===== src/rtl/rand_range_pkg.sv =====
// rand_range_pkg: shared FSM state type and bound-to-mask helper for rand_range
package rand_range_pkg;

   typedef enum logic [1:0] {IDLE, SAMPLE, MOD} state_t;

   // Smallest all-ones value covering bound-1; fill every bit below the highest set bit
   function automatic logic [31:0] mask_of(input logic [31:0] bound);
      logic [31:0] m;
      m = bound - 32'd1;
      m = m | (m >> 1);
      m = m | (m >> 2);
      m = m | (m >> 4);
      m = m | (m >> 8);
      m = m | (m >> 16);
      return m;
   endfunction

endpackage


===== src/rtl/rand_range_seq_mod.sv =====
// rand_range_seq_mod: WIDTH-cycle restoring remainder unit with start/done
module rand_range_seq_mod #(
   parameter int WIDTH = 16
) (
   input  logic             clk,
   input  logic             rst,
   input  logic             start,
   input  logic [WIDTH-1:0] dividend,
   input  logic [WIDTH-1:0] divisor,
   output logic             done,
   output logic [WIDTH-1:0] remainder
);

   localparam int CW = $clog2(WIDTH);

   logic             active;
   logic [CW-1:0]    cnt;
   logic [WIDTH-1:0] rem;
   logic [WIDTH-1:0] dq;
   logic [WIDTH-1:0] dv;
   logic [WIDTH:0]   trial;
   logic [WIDTH:0]   nxt;

   // One restoring step; the extra top bit keeps the shifted remainder from overflowing near 2^WIDTH
   always_comb begin
      trial = {rem, dq[WIDTH-1]};
      nxt   = (trial >= {1'b0, dv}) ? trial - {1'b0, dv} : trial;
   end

   // done flags the final iteration so the caller can capture remainder on the same edge
   assign done      = active && (cnt == CW'(WIDTH - 1));
   assign remainder = nxt[WIDTH-1:0];

   // Load operands on start, then shift one dividend bit into the remainder per cycle
   always_ff @(posedge clk) begin
      if (rst) begin
         active <= 1'b0;
         cnt    <= '0;
         rem    <= '0;
         dq     <= '0;
         dv     <= '0;
      end else if (start) begin
         active <= 1'b1;
         cnt    <= '0;
         rem    <= '0;
         dq     <= dividend;
         dv     <= divisor;
      end else if (active) begin
         rem    <= nxt[WIDTH-1:0];
         dq     <= dq << 1;
         cnt    <= cnt + 1'b1;
         active <= !done;
      end
   end

endmodule


===== src/rtl/rand_range.sv =====
// rand_range: unbiased draw in [0, bound) from lcg upper bits, mask-and-reject with modulo fallback
module rand_range
   import rand_range_pkg::*;
#(
   parameter int WIDTH     = 16,
   parameter int RAND_W    = 32,
   parameter int MAX_TRIES = 8
) (
   input  logic              clk,
   input  logic              rst,
   input  logic [RAND_W-1:0] i_rand,
   input  logic              i_req,
   input  logic [WIDTH-1:0]  i_bound,
   output logic [WIDTH-1:0]  o_value,
   output logic              o_valid,
   output logic              o_err,
   output logic              o_busy
);

   localparam int TW = $clog2(MAX_TRIES + 1);

   state_t           state;
   logic [WIDTH-1:0] bound_r;
   logic [WIDTH-1:0] mask_r;
   logic [TW-1:0]    tries;
   logic [WIDTH-1:0] s;
   logic [WIDTH-1:0] sm;
   logic [WIDTH-1:0] mask;
   logic             hit;
   logic             start;
   logic             done;
   logic [WIDTH-1:0] rem;
   logic             unused_low;

   // Upper lcg bits are the well-mixed ones; the low bits are deliberately ignored
   assign s          = i_rand[RAND_W-1 -: WIDTH];
   assign unused_low = ^i_rand[RAND_W-WIDTH-1:0];
   assign mask       = WIDTH'(mask_of(32'(i_bound)));
   assign sm         = s & mask_r;
   assign hit        = sm < bound_r;
   assign start      = (state == SAMPLE) && !hit && (tries == TW'(MAX_TRIES - 1));
   assign o_busy     = state != IDLE;

   rand_range_seq_mod #(.WIDTH(WIDTH)) u_mod (
      .clk      (clk),
      .rst      (rst),
      .start    (start),
      .dividend (s),
      .divisor  (bound_r),
      .done     (done),
      .remainder(rem)
   );

   // Draw FSM: accept in IDLE, retry masked samples, fall back to modulo after MAX_TRIES rejections
   always_ff @(posedge clk) begin
      if (rst) begin
         state   <= IDLE;
         o_value <= '0;
         o_valid <= 1'b0;
         o_err   <= 1'b0;
         tries   <= '0;
         bound_r <= '0;
         mask_r  <= '0;
      end else begin
         o_valid <= 1'b0;
         case (state)
            IDLE: if (i_req) begin
               bound_r <= i_bound;
               mask_r  <= mask;
               tries   <= '0;
               o_err   <= i_bound == '0;
               if (i_bound == '0) begin
                  o_value <= '0;
                  o_valid <= 1'b1;
               end else begin
                  state <= SAMPLE;
               end
            end
            SAMPLE: if (hit) begin
               o_value <= sm;
               o_valid <= 1'b1;
               state   <= IDLE;
            end else if (start) begin
               state <= MOD;
            end else begin
               tries <= tries + 1'b1;
            end
            MOD: if (done) begin
               o_value <= rem;
               o_valid <= 1'b1;
               state   <= IDLE;
            end
            default: state <= IDLE;
         endcase
      end
   end

endmodule

===== config.mk =====
export PLATFORM = sky130hd
export DESIGN_NAME = rand_range
export DESIGN_NICKNAME = d
export VERILOG_FILES = /design/src/rtl/rand_range_pkg.sv /design/src/rtl/rand_range_seq_mod.sv /design/src/rtl/rand_range.sv
export SDC_FILE = /design/constraint.sdc
export NUM_CORES = 1
export LEC_CHECK = 0
export BUFFER_PORTS_ARGS = -buffer_cell sky130_fd_sc_hd__buf_2
export CAP_MARGIN = 20
export CORE_MARGIN = 3
export CORE_UTILIZATION = 40
export DETAILED_ROUTE_END_ITERATION = 7
export GPL_TIMING_DRIVEN = 0
export SLEW_MARGIN = 20
export SYNTH_ARGS = -nofsm -noshare
export SYNTH_HDL_FRONTEND = slang
export SYNTH_SLANG_ARGS = --single-unit

===== constraint.sdc =====
create_clock -name clk -period 2.6 [get_ports clk]
set_input_delay 0.26 -clock clk [delete_from_list [all_inputs] [get_ports clk]]
set_output_delay 0.26 -clock clk [all_outputs]
set_load 0.02 [all_outputs]

==> reports/results.ini <==
[synthesis]
synth-warning-count = 0
synth-main-ff-cell = dfxtp_1
ys_seq_area_frac = 0.348
syn_avg_cell_area_sq_um = 7.92
syn_area_sq_mm = 0.00628
synth_enable_flop_cells = 0
ys_ff_latch = 109
netlist_instances = 793
async_reset_ff_frac = 0
synth_nets = 884
synth_cell_type_count = 63

[die]
core.rowCount = 45
io_pins = 70
fp.dieW_microns = 131
initial_core_util = 0.411
dieHeight_microns = 131
dieArea_sq_mm = 0.0172
design.core.area_sq_mm = 0.0153

[min_path]
hold_depth = 3
worstHoldStart = i_bound[3]
min_to = bound_r[3]
hold_class = in -> reg

[critical_path]
critPathMaxStageDelay_ns = 0.39
cp_cell_sequence = inv_4 -> ha_4 -> inv_2 -> fa_2 -> a21oi_2 -> o211ai_1 -> o311ai_2 -> a31oi_1 -> xnor2_1 -> a31oi_1 -> mux2i_1 -> nor2_1
rr_endpoint = u_mod.rem[14]
reg2reg_depth = 12
cp_max_fo = 3
r2r-start = u_mod.dq[15]
end_kind = register
start_kind = register
criticalPathCategory = reg -> reg
worst_ep_arrival_time_ns = 2.80
cp_data_required_time_ns = 2.84
r2r_slack_ns = 0.04
cpMostUsedCell = a31oi_1
crit_path_top_delay_cell = fa_2

[power]
p_seq_frac = 0.409
leakage_uw = 0.00284
p_sw_uw = 1480
ir_worst_vdd_mv = 0.421
p_sw_frac = 0.321
intPower_uw = 3130
comb_power_share = 0.254
powerDensity_mw_per_mm2 = 600
clkPwrFrac = 0.337

[place]
post_dp_cell_area_sq_mm = 0.00680
hpwlAfterDp_microns = 14100
io_buffers = 49
place.gp.congestion = 0.964
dp.cells = 1053

[cells_and_area]
final-instance-count-excl-fill = 1081
nets = 956
drive_gt1_frac = 0.213
antenna-diode-count = 0
fin_area_sq_mm = 0.00769
areaGrowthSynthToFinish_pct = 22.5

[sta]
hold-worst-slack_ns = 0.176
slew_headroom = 0.491
setup_viol = 0
slew_violations = 0
finalClockSkew_ns = 0.00873
clock.fmax_mhz = 390
final_min_period_over_clock_period = 0.986
worst-slew-pin-transition_ns = 0.764
fin_crit_ns = 2.56
rsz0062_at_grt = yes
finalHoldViolCount = 0
fin_tns_setup_ns = 0

[outcome]
status = complete, no violations

[clocking]
clockBufferDepth = 2
clk_latency_ns = 0.36
cts_buffers = 9
cts_tree = done
htree_levels = 3
hold_buffers = 0
cts.root.buffer_cell = clkbuf_16
clkSinkCount = 109
clkTransAtPathRegs_ns = 0.07

[routing]
drt_first_iter_violations = 501
avgRoutedWirePerCell_microns = 17.6
ant_nets = 0
drtPass1Iterations = 5
drc_errors = 0
drt_wl_total_microns = 19000
viasPerCell = 5.47
vias = 5909

[grt]
grt_pass1_vias = 5695
overflow = 0
antenna_found_initial = 0
grt.total_usage = 0.219
grt_pass1_wl_microns = 30400
grt_max_degree = 18

[run]
max-cap-violations = 0

power by group through the flow:
stage | clock network, uW | logic [uW] | registers [uW]
5_1_grt | 1650 | 1310 | 1900
3_5_place_dp | 0 | 1020 | 1920
6_report | 1560 | 1170 | 1880
3_3_place_gp | 0 | 1010 | 1920
4_1_cts | 1590 | 1070 | 1880
2_1_floorplan | 0 | 719 | 1890
cell type report:
| type | instances | area [sq um] |
|---|---|---|
| plain buffers | 44 | 287 |
| clock buffers | 11 | 253 |
| clock inverters | 5 | 81.3 |
| fillers | 1534 | 7570 |
| inverters | 50 | 193 |
| multi-input cells | 585 | 4030 |
| flip-flops and latches | 109 | 2190 |
| well taps | 211 | 264 |
| repair buffers | 66 | 393 |
cells by family after synthesis:
kind of cell	after synthesis	synth area share
AOI/OAI and AO/OA	203	0.207
xor gates and xnor gates	23	0.0321
adders and majority gates	40	0.0809
buffers and inverters	99	0.0686
DFF	109	0.348
muxes	30	0.0480
and+or+nand+nor	289	0.216
worst max-delay path by stage:
stage	start	end	slack, ns
global placement	i_rand[22]	u_mod.dv[4]	-0.77
detailed placement	i_rand[22]	u_mod.dv[11]	-0.82
CTS	mask_r[6]	o_value[15]	0.004
global route	u_mod.dq[15]	u_mod.rem[14]	-0.12
finish	u_mod.dq[15]	u_mod.rem[14]	0.04
floorplan	u_mod.dv[8]	o_value[0]	0.007
through the flow:
step	total power [uW]	setup slack, ns	util
2_1_floorplan	2610	0.00672	-
3_3_place_gp	2930	-0.772	0.446
3_5_place_dp	2940	-0.820	0.446
4_1_cts	4540	0.00369	0.480
5_1_grt	4860	-0.119	0.504
6_report	4610	0.0366	0.504
synth_stat cells, drive strengths merged (8+ instances only):
library cell | n | share of area
a211oi | 30 | 0.036
a21oi | 74 | 0.060
a31oi | 11 | 0.011
and2 | 18 | 0.018
buf | 9 | 0.0094
clkbuf | 38 | 0.026
dfxtp | 109 | 0.35
ha | 39 | 0.078
inv | 50 | 0.030
mux2i | 29 | 0.046
nand2 | 104 | 0.062
nand3 | 32 | 0.026
nand4 | 10 | 0.010
nor2 | 74 | 0.044
nor3 | 12 | 0.0096
o211ai | 8 | 0.0096
o21ai | 35 | 0.028
o221ai | 9 | 0.013
xnor2 | 14 | 0.020
xor2 | 9 | 0.013
registers in the layout (all words and copies together), names as in the netlist:
signal / cells
tries: 4
u_mod.rem: 16
o_valid: 1
u_mod.dv: 16
u_mod.cnt: 4
state: 2
bound_r: 16
o_err: 1
u_mod.active: 1
o_value: 16
mask_r: 16
u_mod.dq: 16
cell usage in the layout, fill, tap and decap left out, types with 6 or more instances in the layout:
| cell | count |
|---|---|
| o211ai_1 | 8 |
| xnor2_1 | 13 |
| clkbuf_1 | 22 |
| nand2_1 | 103 |
| inv_1 | 46 |
| nor2_1 | 72 |
| nand3_1 | 32 |
| buf_2 | 49 |
| a21o_1 | 6 |
| ha_1 | 27 |
| buf_4 | 18 |
| a211oi_1 | 29 |
| clkbuf_16 | 10 |
| and2_1 | 12 |
| nand4_1 | 10 |
| ha_4 | 7 |
| a21oi_2 | 12 |
| nor3_1 | 11 |
| dfxtp_2 | 9 |
| a21oi_1 | 62 |
| o21ai_0 | 31 |
| mux2i_1 | 22 |
| o221ai_1 | 9 |
| xor2_1 | 9 |
| a31oi_1 | 10 |
| dfxtp_1 | 100 |
what timing repair did:
item                                    CTS  global route
endpoints found under the setup margin   73            71
pin swaps                                 6            21
hold endpoints to repair                  0             0
gates resized for setup                  53            72
setup buffers                             5            11
cloned                                    0             1
metal layers:
layer,up-vias,global-route usage,routed length (microns)
li1,2953,-,-
met1,2727,0.289,8600
met2,190,0.355,8680
met3,39,0.0345,1010
met4,0,0.0963,704
met5,-,0,0
worst max-delay path: cells and delay by family (launching register included):
kind                     cells  cell delay [ns]
AO/OA/AOI/OAI                5             1.03
adder cells (fa/ha/maj)      2             0.52
flip-flops                   1             0.34
XOR/XNOR                     1             0.24
multiplexers                 1             0.15
buffers and inverters        2             0.12
AND/OR/NAND/NOR              1             0.05
No activity file was read; power rests on OpenSTA's default activity.
